**config.mk**
```make
export PLATFORM = sky130hd
export DESIGN_NAME = mc_sequencer
export DESIGN_NICKNAME = d
export VERILOG_FILES = /design/src/rtl/mc_sequencer.sv
export SDC_FILE = /design/constraint.sdc
export NUM_CORES = 1
export LEC_CHECK = 0
export ABC_CLOCK_PERIOD_IN_PS = 1900
export CORE_MARGIN = 1
export CORE_UTILIZATION = 36
export DETAILED_ROUTE_END_ITERATION = 6
export PLACE_DENSITY = 0.8
export SYNTH_ARGS = -nofsm -noshare
export SYNTH_HDL_FRONTEND = slang
export SYNTH_SLANG_ARGS = --single-unit
```
**constraint.sdc**
```tcl
create_clock -name clk -period 1.9 [get_ports clk]
set_clock_uncertainty 0.2 [all_clocks]
set_input_delay 0.19 -clock clk [delete_from_list [all_inputs] [get_ports clk]]
set_output_delay 0.19 -clock clk [all_outputs]
set_load 0.05 [all_outputs]
```
**src/rtl/mc_sequencer.sv**
```systemverilog
// Multi-cycle RV32I control sequencer: FETCH/DECODE/EXEC/MEM/WB with an illegal-opcode / bus-timeout TRAP.
// Define MC_SEQ_PERF_CNT_EN to build the cycle/instret performance counters.
module mc_sequencer #(
  parameter int unsigned TIMEOUT = 16
) (
  input  logic        clk,
  input  logic        rst_n,
  input  logic [6:0]  opcode,
  input  logic        branch_taken,
  input  logic        im_ready,
  input  logic        dm_ready,
  output logic        im_req,
  output logic        ir_wr,
  output logic        dm_req,
  output logic        dm_we,
  output logic        pc_wr,
  output logic        pc_src,
  output logic        ru_wr,
  output logic [1:0]  ru_src,
  output logic [2:0]  state,
  output logic [1:0]  trap_cause,
  output logic [31:0] cycle_cnt,
  output logic [31:0] instret_cnt
);

  localparam int unsigned WAIT_W = (TIMEOUT > 32'd1) ? $clog2(TIMEOUT + 32'd1) : 32'd1;
  localparam logic [WAIT_W-1:0] WAIT_LAST = WAIT_W'((TIMEOUT > 32'd0) ? TIMEOUT - 32'd1 : 32'd0);

  localparam logic [1:0] TC_NONE = 2'b00;
  localparam logic [1:0] TC_ILL  = 2'b01;
  localparam logic [1:0] TC_BUS  = 2'b10;

  typedef enum logic [2:0] {
    S_FETCH  = 3'd0,
    S_DECODE = 3'd1,
    S_EXEC   = 3'd2,
    S_MEM    = 3'd3,
    S_WB     = 3'd4,
    S_TRAP   = 3'd5
  } state_t;

  // R/I/LUI/AUIPC sequence identically, as do JAL/JALR.
  typedef enum logic [2:0] {
    C_ALU    = 3'd0,
    C_LOAD   = 3'd1,
    C_STORE  = 3'd2,
    C_BRANCH = 3'd3,
    C_JUMP   = 3'd4,
    C_ILL    = 3'd5
  } cls_t;

  state_t            r_state;
  cls_t              r_cls;
  logic [1:0]        r_trap;
  logic [WAIT_W-1:0] r_wait;

  cls_t w_cls;
  logic w_ready;
  logic w_wait_expired;

  // Opcode classification, consumed only in DECODE.
  always_comb begin
    w_cls = C_ILL;
    case (opcode)
      7'b0110011, 7'b0010011, 7'b0110111, 7'b0010111: w_cls = C_ALU;
      7'b0000011: w_cls = C_LOAD;
      7'b0100011: w_cls = C_STORE;
      7'b1100011: w_cls = C_BRANCH;
      7'b1101111, 7'b1100111: w_cls = C_JUMP;
      default: w_cls = C_ILL;
    endcase
  end

  // Ready arriving on the last allowed cycle beats the timeout.
  assign w_ready        = (r_state == S_MEM) ? dm_ready : im_ready;
  assign w_wait_expired = (TIMEOUT != 32'd0) && !w_ready && (r_wait == WAIT_LAST);

  always_ff @(posedge clk or negedge rst_n) begin
    if (!rst_n) begin
      r_state <= S_FETCH;
      r_cls   <= C_ALU;
      r_trap  <= TC_NONE;
      r_wait  <= '0;
    end else begin
      r_wait <= '0;
      case (r_state)
        S_FETCH: begin
          if (im_ready) begin
            r_state <= S_DECODE;
          end else if (w_wait_expired) begin
            r_state <= S_TRAP;
            r_trap  <= TC_BUS;
          end else begin
            r_wait <= r_wait + WAIT_W'(1);
          end
        end
        S_DECODE: begin
          if (w_cls == C_ILL) begin
            r_state <= S_TRAP;
            r_trap  <= TC_ILL;
          end else begin
            r_cls   <= w_cls;
            r_state <= S_EXEC;
          end
        end
        S_EXEC: begin
          case (r_cls)
            C_LOAD, C_STORE: r_state <= S_MEM;
            C_BRANCH:        r_state <= S_FETCH;
            default:         r_state <= S_WB;
          endcase
        end
        S_MEM: begin
          if (dm_ready) begin
            r_state <= (r_cls == C_STORE) ? S_FETCH : S_WB;
          end else if (w_wait_expired) begin
            r_state <= S_TRAP;
            r_trap  <= TC_BUS;
          end else begin
            r_wait <= r_wait + WAIT_W'(1);
          end
        end
        S_WB:    r_state <= S_FETCH;
        S_TRAP:  r_state <= S_TRAP;
        default: r_state <= S_FETCH;
      endcase
    end
  end

  // Datapath enables decoded from registered state/class plus handshakes; all gated off in reset.
  always_comb begin
    im_req = 1'b0;
    ir_wr  = 1'b0;
    dm_req = 1'b0;
    dm_we  = 1'b0;
    pc_wr  = 1'b0;
    pc_src = 1'b0;
    ru_wr  = 1'b0;
    ru_src = 2'b00;
    if (rst_n) begin
      case (r_state)
        S_FETCH: begin
          im_req = 1'b1;
          ir_wr  = im_ready;
        end
        S_EXEC: begin
          if (r_cls == C_BRANCH) begin
            pc_wr  = 1'b1;
            pc_src = branch_taken;
          end
        end
        S_MEM: begin
          dm_req = 1'b1;
          dm_we  = (r_cls == C_STORE);
          pc_wr  = dm_ready && (r_cls == C_STORE);
        end
        S_WB: begin
          ru_wr  = 1'b1;
          pc_wr  = 1'b1;
          pc_src = (r_cls == C_JUMP);
          if (r_cls == C_LOAD) begin
            ru_src = 2'b01;
          end else if (r_cls == C_JUMP) begin
            ru_src = 2'b10;
          end
        end
        default: ;
      endcase
    end
  end

  assign state      = r_state;
  assign trap_cause = r_trap;

`ifdef MC_SEQ_PERF_CNT_EN
  logic [31:0] r_cycle_cnt;
  logic [31:0] r_instret_cnt;

  always_ff @(posedge clk or negedge rst_n) begin
    if (!rst_n) begin
      r_cycle_cnt   <= '0;
      r_instret_cnt <= '0;
    end else begin
      r_cycle_cnt <= r_cycle_cnt + 32'd1;
      if (pc_wr) begin
        r_instret_cnt <= r_instret_cnt + 32'd1;
      end
    end
  end

  assign cycle_cnt   = r_cycle_cnt;
  assign instret_cnt = r_instret_cnt;
`else
  assign cycle_cnt   = 32'd0;
  assign instret_cnt = 32'd0;
`endif

endmodule

```
==> results.md <==
- Setup violations remaining at the end of the flow were counted as 0.
- Synthesis instantiated 44 different standard cells from the library.
- The floorplan has 22 rows.
- The count of nets left with antenna violations once routing finished came out at 0.
- The final standard cell area without fillers is 0.00169 sq mm.
- The antenna diode instance count is 0.
- In this run the horizontal extent of the chip is 63.8 um.
- Hold timing on the final database bottoms out at a slack of 0.134 ns.
- The power per cell area is 529 mW/mm^2.
- After detailed placement, the total cell area comes to 0.00158 sq mm.
- The total length of routed wires is 2.43 mm.
- For this design, the sink count on the clock tree is 13.
- Clock latency on the worst-skew pair, taken at its later pin, is 0.24 ns.
- The flow ran to the end, and the final reports show no timing, DRC or antenna violations.
- The clock buffer count from CTS is 3.
- In this run the count of I/O pins placed on the die edge is 90.
- The total via count in the routed design is 1011.
- The fraction of synthesis flops using an asynchronous set or reset pin is 100%.
- The die covers 0.00407 sq mm.
- The critical path data arrival time is 1.50 ns.
- The count of port buffers added during placement is 25.
- Sequential cells were found to cover 23.7% of the synthesized design area.
- The worst setup path is launched from a flip-flop.
- In the synthesized netlist the dominant register cell turns out to be dfrtp_1.
- The number of failing hold endpoints at the final stage was 0.
- The number of global-route vias before repair was 901.
- The largest fanout on the critical path is 3.
- Adding up every negative setup slack in the final design gives 0 ns.
- The path class of the tightest hold or removal check is input pin to async pin.
- The initial cell density of the core is 37.6%.
- The cell area that synthesis handed to floorplanning was 0.00138 sq mm.
- The CTS H-tree depth is 1.
- In the final routed layout, each cell accounts on average for 10.1 um.
- The number of max-cap violations is 0.
- The worst vdd rail ir drop is 0.303 mV.
- Before antenna repair, the detailed router went through 4 iterations.
- STA puts the critical path data required time at 1.51 ns.
- In this run the clock root is driven by a clkbuf_8.
- The total track usage is 13.0%.
- Setup repair after global routing could not meet its margin everywhere.
- The total congestion overflow is 0.
- Once detailed placement completed, the half-perimeter wirelength came to 1.93 mm.
- The CTS tree is built.
- The share of cells above drive strength 1 is 28.6%.
- The number of register bits inferred by synthesis is 13.
- The final estimated routing congestion in global placement is 0.807.
- The highest clock rate is 529 MHz.
- The critical path class is flip-flop to output port.
- The die span in y is 63.8 um.
- The final number of max-transition violations was 0.
- The worst register-to-register path has a depth of 5.
- The average via count per standard cell is 4.21.
- Clock-pin slew was measured on the worst setup and hold paths at 0.06 ns.
- The mean post-synth cell area is 8.81 sq um.
- Entering global routing, the biggest net connects 18 pins.
- Compared with the post-synthesis result, the final layout area differs by 22.6%.
- The count of flip-flops with a built-in enable after synthesis is 0.
- Yosys printed 0 warnings.
- In this run the static leakage power is 0.794 nW.
- The pre-CTS worst setup slack is -0.0205 ns.
- The initial detailed-routing violation count is 42.
- Setup slack closes at 0.0101 ns.
- Counting the fill cells in the layout gives 359.
- The capturing element type of the critical path is an output port.
- The initial antenna violation count is 0.
- The cell count after synthesis is 156.
- The final critical path takes up 99.5% of the cycle.
- The core outline area is 0.00366 sq mm.
- The first global-routing pass estimated 4.15 mm of wire.
- The utilization after layout is 46.0%.
- The net count of the finished layout is 206.
- After detailed routing, the number of remaining DRC violations is 0.
- No sink is reached through more buffers than the 2 on the longest clock path.
- The worst path in the final design needs a cycle of 1.89 ns, including I/O delays and setup.
-- registers in the layout, indices dropped and copies added, names as in the netlist --
signal and cells:
r_cls 3, state 3, trap_cause 2, r_wait 5
-- critical path, cell delays in order (launching register included) --
cell and delay, ns:
dfrtp_2 0.43, nor2_4 0.12, nand4b_1 0.19, nor3b_4 0.26, a31o_4 0.14, buf_12 0.13
-- synthesized netlist by cell type (2+ instances only) --
| cell | number | area (sq um) |
|---|---|---|
| dfrtp_1 | 13 | 325 |
| xor2_1 | 3 | 26.3 |
| buf_2 | 3 | 15.0 |
| o21ai_0 | 2 | 10.0 |
| o41ai_1 | 2 | 17.5 |
| and3_1 | 3 | 18.8 |
| nand3b_1 | 4 | 30.0 |
| and2_1 | 3 | 18.8 |
| nand2_1 | 5 | 18.8 |
| nand3_1 | 3 | 15.0 |
| nor3_2 | 2 | 20.0 |
| a21o_1 | 2 | 15.0 |
| a21oi_1 | 4 | 20.0 |
| nor3b_1 | 3 | 22.5 |
| nor2_1 | 10 | 37.5 |
| buf_4 | 65 | 488 |
| nand4b_1 | 2 | 17.5 |
-- stage by stage --
step	total power, mW	cells
floorplan	0.699	219
detailed placement	0.646	230
global route	0.924	240
CTS	0.895	239
finish	0.891	240
global placement	0.646	230
-- cell type report --
| cell class | instances | area (sq um) | share of cell area, % |
|---|---|---|---|
| clock buffers | 4 | 45.0 | 2.67 |
| inverters | 2 | 7.51 | 0.445 |
| multi-input cells | 135 | 808 | 48.0 |
| flip-flops and latches | 13 | 332 | 19.7 |
| well taps | 48 | 60.1 | 3.56 |
| repair buffers | 38 | 433 | 25.7 |
-- power by group --
group	total [mW]	leakage [nW]	internal, mW	switching, mW
Combinational	0.357	0.609	0.0402	0.317
Clock	0.248	0.0228	0.148	0.0997
Sequential	0.287	0.162	0.282	0.00462
-- final timing paths --
| kind | from | end | slack [ns] |
|---|---|---|---|
| max in group asynchronous | rst_n | state[0] | 1.17 |
| min in group clk | r_wait[0] | r_wait[0] | 0.28 |
| max | state[1] | pc_src | 0.01 |
| max reg2reg | state[0] | trap_cause[0] | 0.15 |
| min reg2reg | r_wait[0] | r_wait[0] | 0.28 |
| min | rst_n | r_cls[0] | 0.13 |
-- cell usage in the layout, fill, tap and decap left out, types with 4 or more instances in the layout --
cell type / Yosys / final
dfrtp_1: 13 / 8
buf_12: 0 / 9
conb_1: 1 / 64
dfrtp_2: 0 / 5
clkdlybuf4s50_1: 0 / 11
nor2_1: 10 / 8
nand2_1: 5 / 5
buf_4: 65 / 16
nand3b_1: 4 / 4
a21oi_1: 4 / 4
-- layer usage --
metal,vias to the layer above,share of wire [%],global-route usage (%)
met5,-,0,0
met4,0,1.5,5.11
met3,5,7.0,2.86
met2,52,50,21.9
met1,483,41,16.0
li1,471,-,-
-- what timing repair did --
| item | 4_1_cts | 5_1_grt |
|---|---|---|
| endpoints found under the setup margin | 5 | 7 |
| gates resized for setup | 2 | 4 |
| buffers inserted | 5 | 1 |
| pin swaps | 2 | 1 |
| hold buffers | 0 | 0 |
-- cells by family after synthesis --
family	Yosys count	share of synthesized area [%]
adder cells (fa/ha/maj)	1	0.910
multiplexers	2	1.82
AO/OA/AOI/OAI	19	11.7
AND/OR/NAND/NOR	45	21.1
other	1	0.273
XOR/XNOR	4	2.55
flip-flops	13	23.7
buffers and inverters	71	37.9
Note: power is estimated with default switching activity, not from simulation.
